## src/rtl/pattern_gen_pkg.sv

```systemverilog
// -----------------------------------------------------------------------------
// pattern_gen_pkg
//   Types and helpers shared by the pattern generator and the capture block.
//   - pg_state_t  : controller state encoding (IDLE=0, RUN=1, DONE=2)
//   - SADDR_W_DEF : default width of the length and sample counters
//   - div_width() : width of the clock-divider ratio input for a given
//                   maximum divider ratio
// -----------------------------------------------------------------------------
package pattern_gen_pkg;

  typedef enum logic [1:0] {
    ST_IDLE = 2'd0,
    ST_RUN  = 2'd1,
    ST_DONE = 2'd2
  } pg_state_t;

  localparam int SADDR_W_DEF = 24;

  // $clog2 of the maximum ratio; clamped to 1 so a degenerate max_div
  // still yields a legal (one-bit) port.
  function automatic int div_width(input int max_div);
    return (max_div < 2) ? 1 : $clog2(max_div);
  endfunction

endpackage

```

## src/rtl/pattern_gen_ckdiv_tick.sv

```systemverilog
// -----------------------------------------------------------------------------
// ckdiv_tick
//   Clock-divider counter producing a one-cycle tick every ckdiv+1 cycles.
//   Shared by the pattern generator and the capture block.
//
//   Ports:
//     clk    in   system clock
//     reset  in   asynchronous reset, active-high
//     clr    in   synchronous clear; holds the counter at 0 and blocks tick
//     ckdiv  in   divider ratio minus one, sampled every cycle
//     tick   out  high on the cycle the counter reaches (or exceeds) ckdiv
// -----------------------------------------------------------------------------
module ckdiv_tick #(
  parameter int w = 5
) (
  input  logic         clk,
  input  logic         reset,
  input  logic         clr,
  input  logic [w-1:0] ckdiv,
  output logic         tick
);

  logic [w-1:0] div_cnt;

  // ">=" rather than "==": if ckdiv is lowered below the current count the
  // counter ticks and wraps at once instead of running all the way round.
  assign tick = !clr && (div_cnt >= ckdiv);

  always_ff @(posedge clk or posedge reset) begin
    if (reset) begin
      div_cnt <= '0;
    end else if (clr || tick) begin
      div_cnt <= '0;
    end else begin
      div_cnt <= div_cnt + 1'b1;
    end
  end

endmodule

```

## src/rtl/pattern_gen.sv

```systemverilog
// -----------------------------------------------------------------------------
// pattern_gen
//   Transmit-direction pattern generator. Pulls sample words from an
//   AXI-stream source and presents them on a parallel bus, one word per
//   divider period, under arm/abort control.
//
//   Handshake: a stream word is transferred on a cycle where tvalid and
//   tready are both high. tready is combinational, high only in RUN on a
//   divider tick and never in a cycle where abort is asserted; tvalid may
//   rise or fall on any cycle and the word is only consumed on a transfer.
//
//   Ports:
//     clk, reset         clock; asynchronous active-high reset
//     tdata/tvalid/tlast stream input; tready accepts a word
//     ckdiv              output period = ckdiv+1 clk cycles
//     arm, abort         start / stop pulses (abort has priority)
//     pattern_len        words to emit; 0 = run until tlast
//     idle_level         bus value while idle
//     doutput, dstrobe   generated bus and its one-cycle update pulse
//     running, done      in RUN / sticky completion flag
//     underrun           sticky; a tick found no stream data
//     sample_count       words emitted since arm (saturating)
//     state_dbg          current controller state (pg_state_t encoding)
// -----------------------------------------------------------------------------
module pattern_gen
  import pattern_gen_pkg::*;
#(
  parameter int size    = 32,
  parameter int max_div = 32,
  parameter int saddr_w = SADDR_W_DEF
) (
  input  logic                           clk,
  input  logic                           reset,
  input  logic [size-1:0]                tdata,
  input  logic                           tvalid,
  output logic                           tready,
  input  logic                           tlast,
  input  logic [div_width(max_div)-1:0]  ckdiv,
  input  logic                           arm,
  input  logic                           abort,
  input  logic [saddr_w-1:0]             pattern_len,
  input  logic [size-1:0]                idle_level,
  output logic [size-1:0]                doutput,
  output logic                           dstrobe,
  output logic                           running,
  output logic                           done,
  output logic                           underrun,
  output logic [saddr_w-1:0]             sample_count,
  output logic [1:0]                     state_dbg
);

  localparam int DIV_W = div_width(max_div);
  localparam logic [saddr_w:0] CNT_ONE = 1;

  pg_state_t state, state_nxt;

  logic [size-1:0]    dout_nxt;
  logic               strobe_nxt;
  logic               done_nxt;
  logic               underrun_nxt;
  logic [saddr_w-1:0] count_nxt;

  logic               tick;
  logic [saddr_w:0]   count_inc;
  logic [saddr_w-1:0] count_sat;
  logic               end_hit;

  // The divider only runs in RUN; every other state holds it at zero, which
  // also gives the "clear on arm" behaviour for free.
  ckdiv_tick #(
    .w(DIV_W)
  ) u_ckdiv_tick (
    .clk   (clk),
    .reset (reset),
    .clr   (state != ST_RUN),
    .ckdiv (ckdiv),
    .tick  (tick)
  );

  assign tready    = (state == ST_RUN) && tick && !abort;
  assign running   = (state == ST_RUN);
  assign state_dbg = state;

  // One extra bit so the length compare stays exact even when the count is
  // saturated at all-ones.
  assign count_inc = {1'b0, sample_count} + CNT_ONE;
  assign count_sat = (sample_count == '1) ? sample_count : count_inc[saddr_w-1:0];
  assign end_hit   = tlast || ((pattern_len != '0) && (count_inc == {1'b0, pattern_len}));

  always_comb begin
    state_nxt    = state;
    dout_nxt     = doutput;
    strobe_nxt   = 1'b0;
    done_nxt     = done;
    underrun_nxt = underrun;
    count_nxt    = sample_count;

    if (abort) begin
      state_nxt = ST_IDLE;
      dout_nxt  = idle_level;
    end else begin
      case (state)
        ST_IDLE: begin
          dout_nxt = idle_level;
          if (arm) begin
            state_nxt    = ST_RUN;
            done_nxt     = 1'b0;
            underrun_nxt = 1'b0;
            count_nxt    = '0;
          end
        end
        ST_RUN: begin
          if (tick) begin
            if (tvalid) begin
              dout_nxt   = tdata;
              strobe_nxt = 1'b1;
              count_nxt  = count_sat;
              if (end_hit) begin
                state_nxt = ST_DONE;
                done_nxt  = 1'b1;
              end
            end else begin
              underrun_nxt = 1'b1;
            end
          end
        end
        ST_DONE: begin
          if (arm) begin
            state_nxt    = ST_RUN;
            done_nxt     = 1'b0;
            underrun_nxt = 1'b0;
            count_nxt    = '0;
          end
        end
        default: begin
          state_nxt = ST_IDLE;
        end
      endcase
    end
  end

  always_ff @(posedge clk or posedge reset) begin
    if (reset) begin
      state        <= ST_IDLE;
      doutput      <= '0;
      dstrobe      <= 1'b0;
      done         <= 1'b0;
      underrun     <= 1'b0;
      sample_count <= '0;
    end else begin
      state        <= state_nxt;
      doutput      <= dout_nxt;
      dstrobe      <= strobe_nxt;
      done         <= done_nxt;
      underrun     <= underrun_nxt;
      sample_count <= count_nxt;
    end
  end

endmodule

```

## config.mk

```make
export PLATFORM = sky130hd
export DESIGN_NAME = pattern_gen
export DESIGN_NICKNAME = d
export VERILOG_FILES = /design/src/rtl/pattern_gen_pkg.sv /design/src/rtl/pattern_gen_ckdiv_tick.sv /design/src/rtl/pattern_gen.sv
export SDC_FILE = /design/constraint.sdc
export NUM_CORES = 1
export LEC_CHECK = 0
export ABC_CLOCK_PERIOD_IN_PS = 3900
export BUFFER_PORTS_ARGS = -buffer_cell sky130_fd_sc_hd__clkbuf_2
export CORE_ASPECT_RATIO = 1.2
export CORE_MARGIN = 2
export CORE_UTILIZATION = 39
export CTS_CLUSTER_SIZE = 12
export DETAILED_ROUTE_END_ITERATION = 8
export PLACE_DENSITY = 0.65
export SLEW_MARGIN = 20
export SYNTH_ARGS = -nofsm -noshare
export SYNTH_HDL_FRONTEND = slang
export SYNTH_SLANG_ARGS = --single-unit
```

## constraint.sdc

```tcl
create_clock -name clk -period 3.9 [get_ports clk]
set_input_delay 0.195 -clock clk [delete_from_list [all_inputs] [get_ports clk]]
set_output_delay 0.195 -clock clk [all_outputs]
set_load 0.01 [all_outputs]
```

==> results.toml <==
[status]
status = "completed"

[logic_synthesis]
async_reset_ff_share_pct = 100.0
synth_area_sq_mm = 0.004409
synth_fa_ha_area_share_pct = 1.986
synth_top_family_by_area = "simple AND/OR/NAND/NOR gates"
synth_seq_area_share_pct = 37.46
synth_nets = 614
synthMuxAreaShare_pct = 7.264
synth_compound_area_share_pct = 19.55
synth_area_per_cell_sq_um = 8.680
yosys_most_used_dff = "dfrtp_1"
ys_seq_elements = 66
yosys_warnings = 0
syn-instance-count = 508
synth_xor_xnor_area_share_pct = 5.959
synth.distinct_cells = 61
synth_edf_count = 0
yosys.area_share.simple_pct = 22.50

[timing]
grt_setup_unrepaired = "false"
finalMaxSlewViolations = 0
skew_ns = 0.007478
finalSetupViolCount = 0
post-route-period-util_pct = 80.01
period_minus_slack_ns = 3.120
tightestPinTransition_ns = 0.9282
relSlewSlack_pct = 38.12
tns_ns = 0
hold_viol_final = 0
fmax_ghz = 0.3205

[placement]
dp_hpwl_um = 10110
place_inst = 769
place.gp.congestion = 0.9202
io_buffers = 161

[grt]
grt_max_degree = 65
antenna_found_initial = 1
grtUsageTotal_pct = 22.89
grt-ovfl-total = 0
grt_pass1_vias = 4369
grt_pass1_wl_um = 22090

[floorplanning]
ioPinCount = 162
initial_utilization_pct = 39.95
rows = 42
fp.dieW_um = 101.1
core_area_sq_mm = 0.01104
die_area_sq_mm = 0.01218
die_y_um = 120.5

[worst_setup_path]
cpPeakStageDelay_ns = 0.46
cp.required_ns = 4.09
arrival_ns = 3.31
slowest_stage = "dfrtp_1"
startpoint_type = "register"
cp_cell_sequence = "ha_1 > nand3_1 > nor3_2 > nand2_1 > or3_1 > a21oi_2 > buf_4 > or2_2 > o221ai_1"
crit_type = "register to register"
cp-end-kind = "register"
cp_max_fo = 26

[clocking]
root_buffer = "clkbuf_16"
clkTransAtPathRegs_ns = 0.06
cts_hold_buf = 0
cts_tree = "yes"
post_cts_buffers = 0
numCtsBuffers = 9
clockBufferDepth = 2
postCtsResizedCells = 0
clk-insertion-delay-late_ns = 0.33
cts.htree.levels = 3
clkSinkCount = 66

[route]
drcViolationCount = 0
viasPerCell = 5.805
drtIter0Drc = 182
dr.pass1.iters = 5
via_count = 4563
postRouteAntennaNets = 0
wire_per_inst_um = 17.36
wirelength_um = 13650

[finish]
layout.cells.non_filler = 786
utilization_pct = 50.48
seqCellArea_sq_mm = 0.001652
multi_input_area_sq_mm = 0.002544
num-nets-final = 754
n_fill_cell = 1077
syn_to_final_growth_pct = 26.33
drive_above_1_share_pct = 29.86

[power]
power.leakage_nw = 2.479
ir_drop_mv = 0.1841
finalPower_w = 0.002127
power_density_mw_per_mm2 = 381.8

[min_path]
min_path_type = "input pin to async pin"

[run]
max_cap_violations = 0
## flip-flops by register name, indices dropped and copies added, names as in the netlist
register              flops
sample_count             24
u_ckdiv_tick.div_cnt      5
dstrobe                   1
underrun                  1
state_dbg                 2
done                      1
doutput                  32
## placed cells by master, fill, tap and decap left out, drive strengths merged, types with 6 or more instances in the layout
cell / n
ha: 7
nand4: 9
and3: 8
or3: 9
inv: 14
nor3: 6
a21oi: 8
xnor2: 17
or4: 6
nor4: 14
nand3: 18
o21ai: 60
dfrtp: 66
o31ai: 27
nor2b: 7
mux2i: 32
nand2b: 6
nor2: 27
clkbuf: 172
nand2: 66
xor2: 13
## kinds of logic after synthesis
| family | count (synthesis) |
|---|---|
| xor+xnor | 30 |
| fa+ha+maj | 7 |
| mux | 32 |
| flops | 66 |
| buf+inv | 51 |
| compound gates | 131 |
| simple gates | 191 |
## critical path: cells and delay by family (launching register included)
family	cells	cell delay, ns
compound gates	2	0.28
fa+ha+maj	1	0.32
flops	1	0.46
buf+inv	1	0.32
simple gates	5	1.58
## power breakdown
group / total [W] / switching (W) / internal (W)
clock network: 0.000875 / 0.000315 / 0.000559
registers: 0.000828 / 0.0000811 / 0.000747
logic: 0.000424 / 0.000236 / 0.000188
total: 0.00213 / 0.000633 / 0.00149
## cells in the mapped netlist, drive strengths merged, types with 3 or more instances
cell type | number | area [sq um]
nand4 | 9 | 77.57
dfrtp | 66 | 1652
nor2 | 27 | 101.4
a22oi | 3 | 27.52
and2 | 3 | 18.77
o2111ai | 3 | 26.28
nor3 | 6 | 35.03
or4 | 6 | 45.04
nor2b | 7 | 43.79
nor4 | 14 | 87.58
o41ai | 3 | 26.28
nand2b | 6 | 37.54
nor3b | 3 | 22.52
inv | 14 | 52.55
nand2 | 66 | 247.7
xnor2 | 17 | 148.9
o31ai | 27 | 202.7
ha | 7 | 87.58
xor2 | 13 | 113.9
and3 | 8 | 52.55
a21o | 3 | 22.52
o21ai | 60 | 300.3
nand3 | 18 | 90.09
a21oi | 8 | 43.79
mux2i | 32 | 320.3
a22o | 3 | 26.28
buf | 17 | 103.9
and4 | 4 | 35.03
clkbuf | 20 | 76.32
or3 | 9 | 61.31
## layer usage
layer	part of all wire, %	up-vias	wire length (um)	GRT usage (%)
li1	-	2150	-	-
met1	42	2132	5678	29.96
met2	47	257	6376	36.96
met3	9.9	22	1351	6.127
met4	1.7	2	227	6.672
met5	0.095	-	13	0
## final timing paths
path	from	end	slack [ns]	cells past startpoint
worst max-delay path	sample_count[0]	sample_count[22]	0.78	9
min in group clk	idle_level[27]	doutput[27]	0.14	3
worst max register to register	sample_count[0]	sample_count[22]	0.78	9
max in group asynchronous	reset	doutput[7]	2.99	3
worst min register to register	doutput[11]	doutput[11]	0.47	2
worst min-delay path	reset	u_ckdiv_tick.div_cnt[3]	0.03	2
## area by class of cell
cell class / count / share of cell area, %
Antenna cell: 1 / 0.04492
Clock buffer: 11 / 4.178
Clock inverter: 5 / 1.415
Inverter: 14 / 0.9434
Multi-Input combinational cell: 391 / 45.66
Sequential cell: 66 / 29.65
Tap cell: 132 / 2.965
Timing Repair Buffer: 166 / 15.14
## through the flow
| step | hold WS [ns] | instance area [sq um] | setup WS, ns |
|---|---|---|---|
| 2_1_floorplan | 0.3565 | 4409 | 1.365 |
| 3_3_place_gp | 0.4186 | 5256 | 0.9551 |
| 3_5_place_dp | 0.4359 | 5256 | 0.8003 |
| 4_1_cts | 0.06783 | 5568 | 0.7941 |
| 5_1_grt | 0.1312 | 5568 | 0.5484 |
| 6_report | 0.03182 | 5570 | 0.7798 |
(Power assumes the default switching activity.)
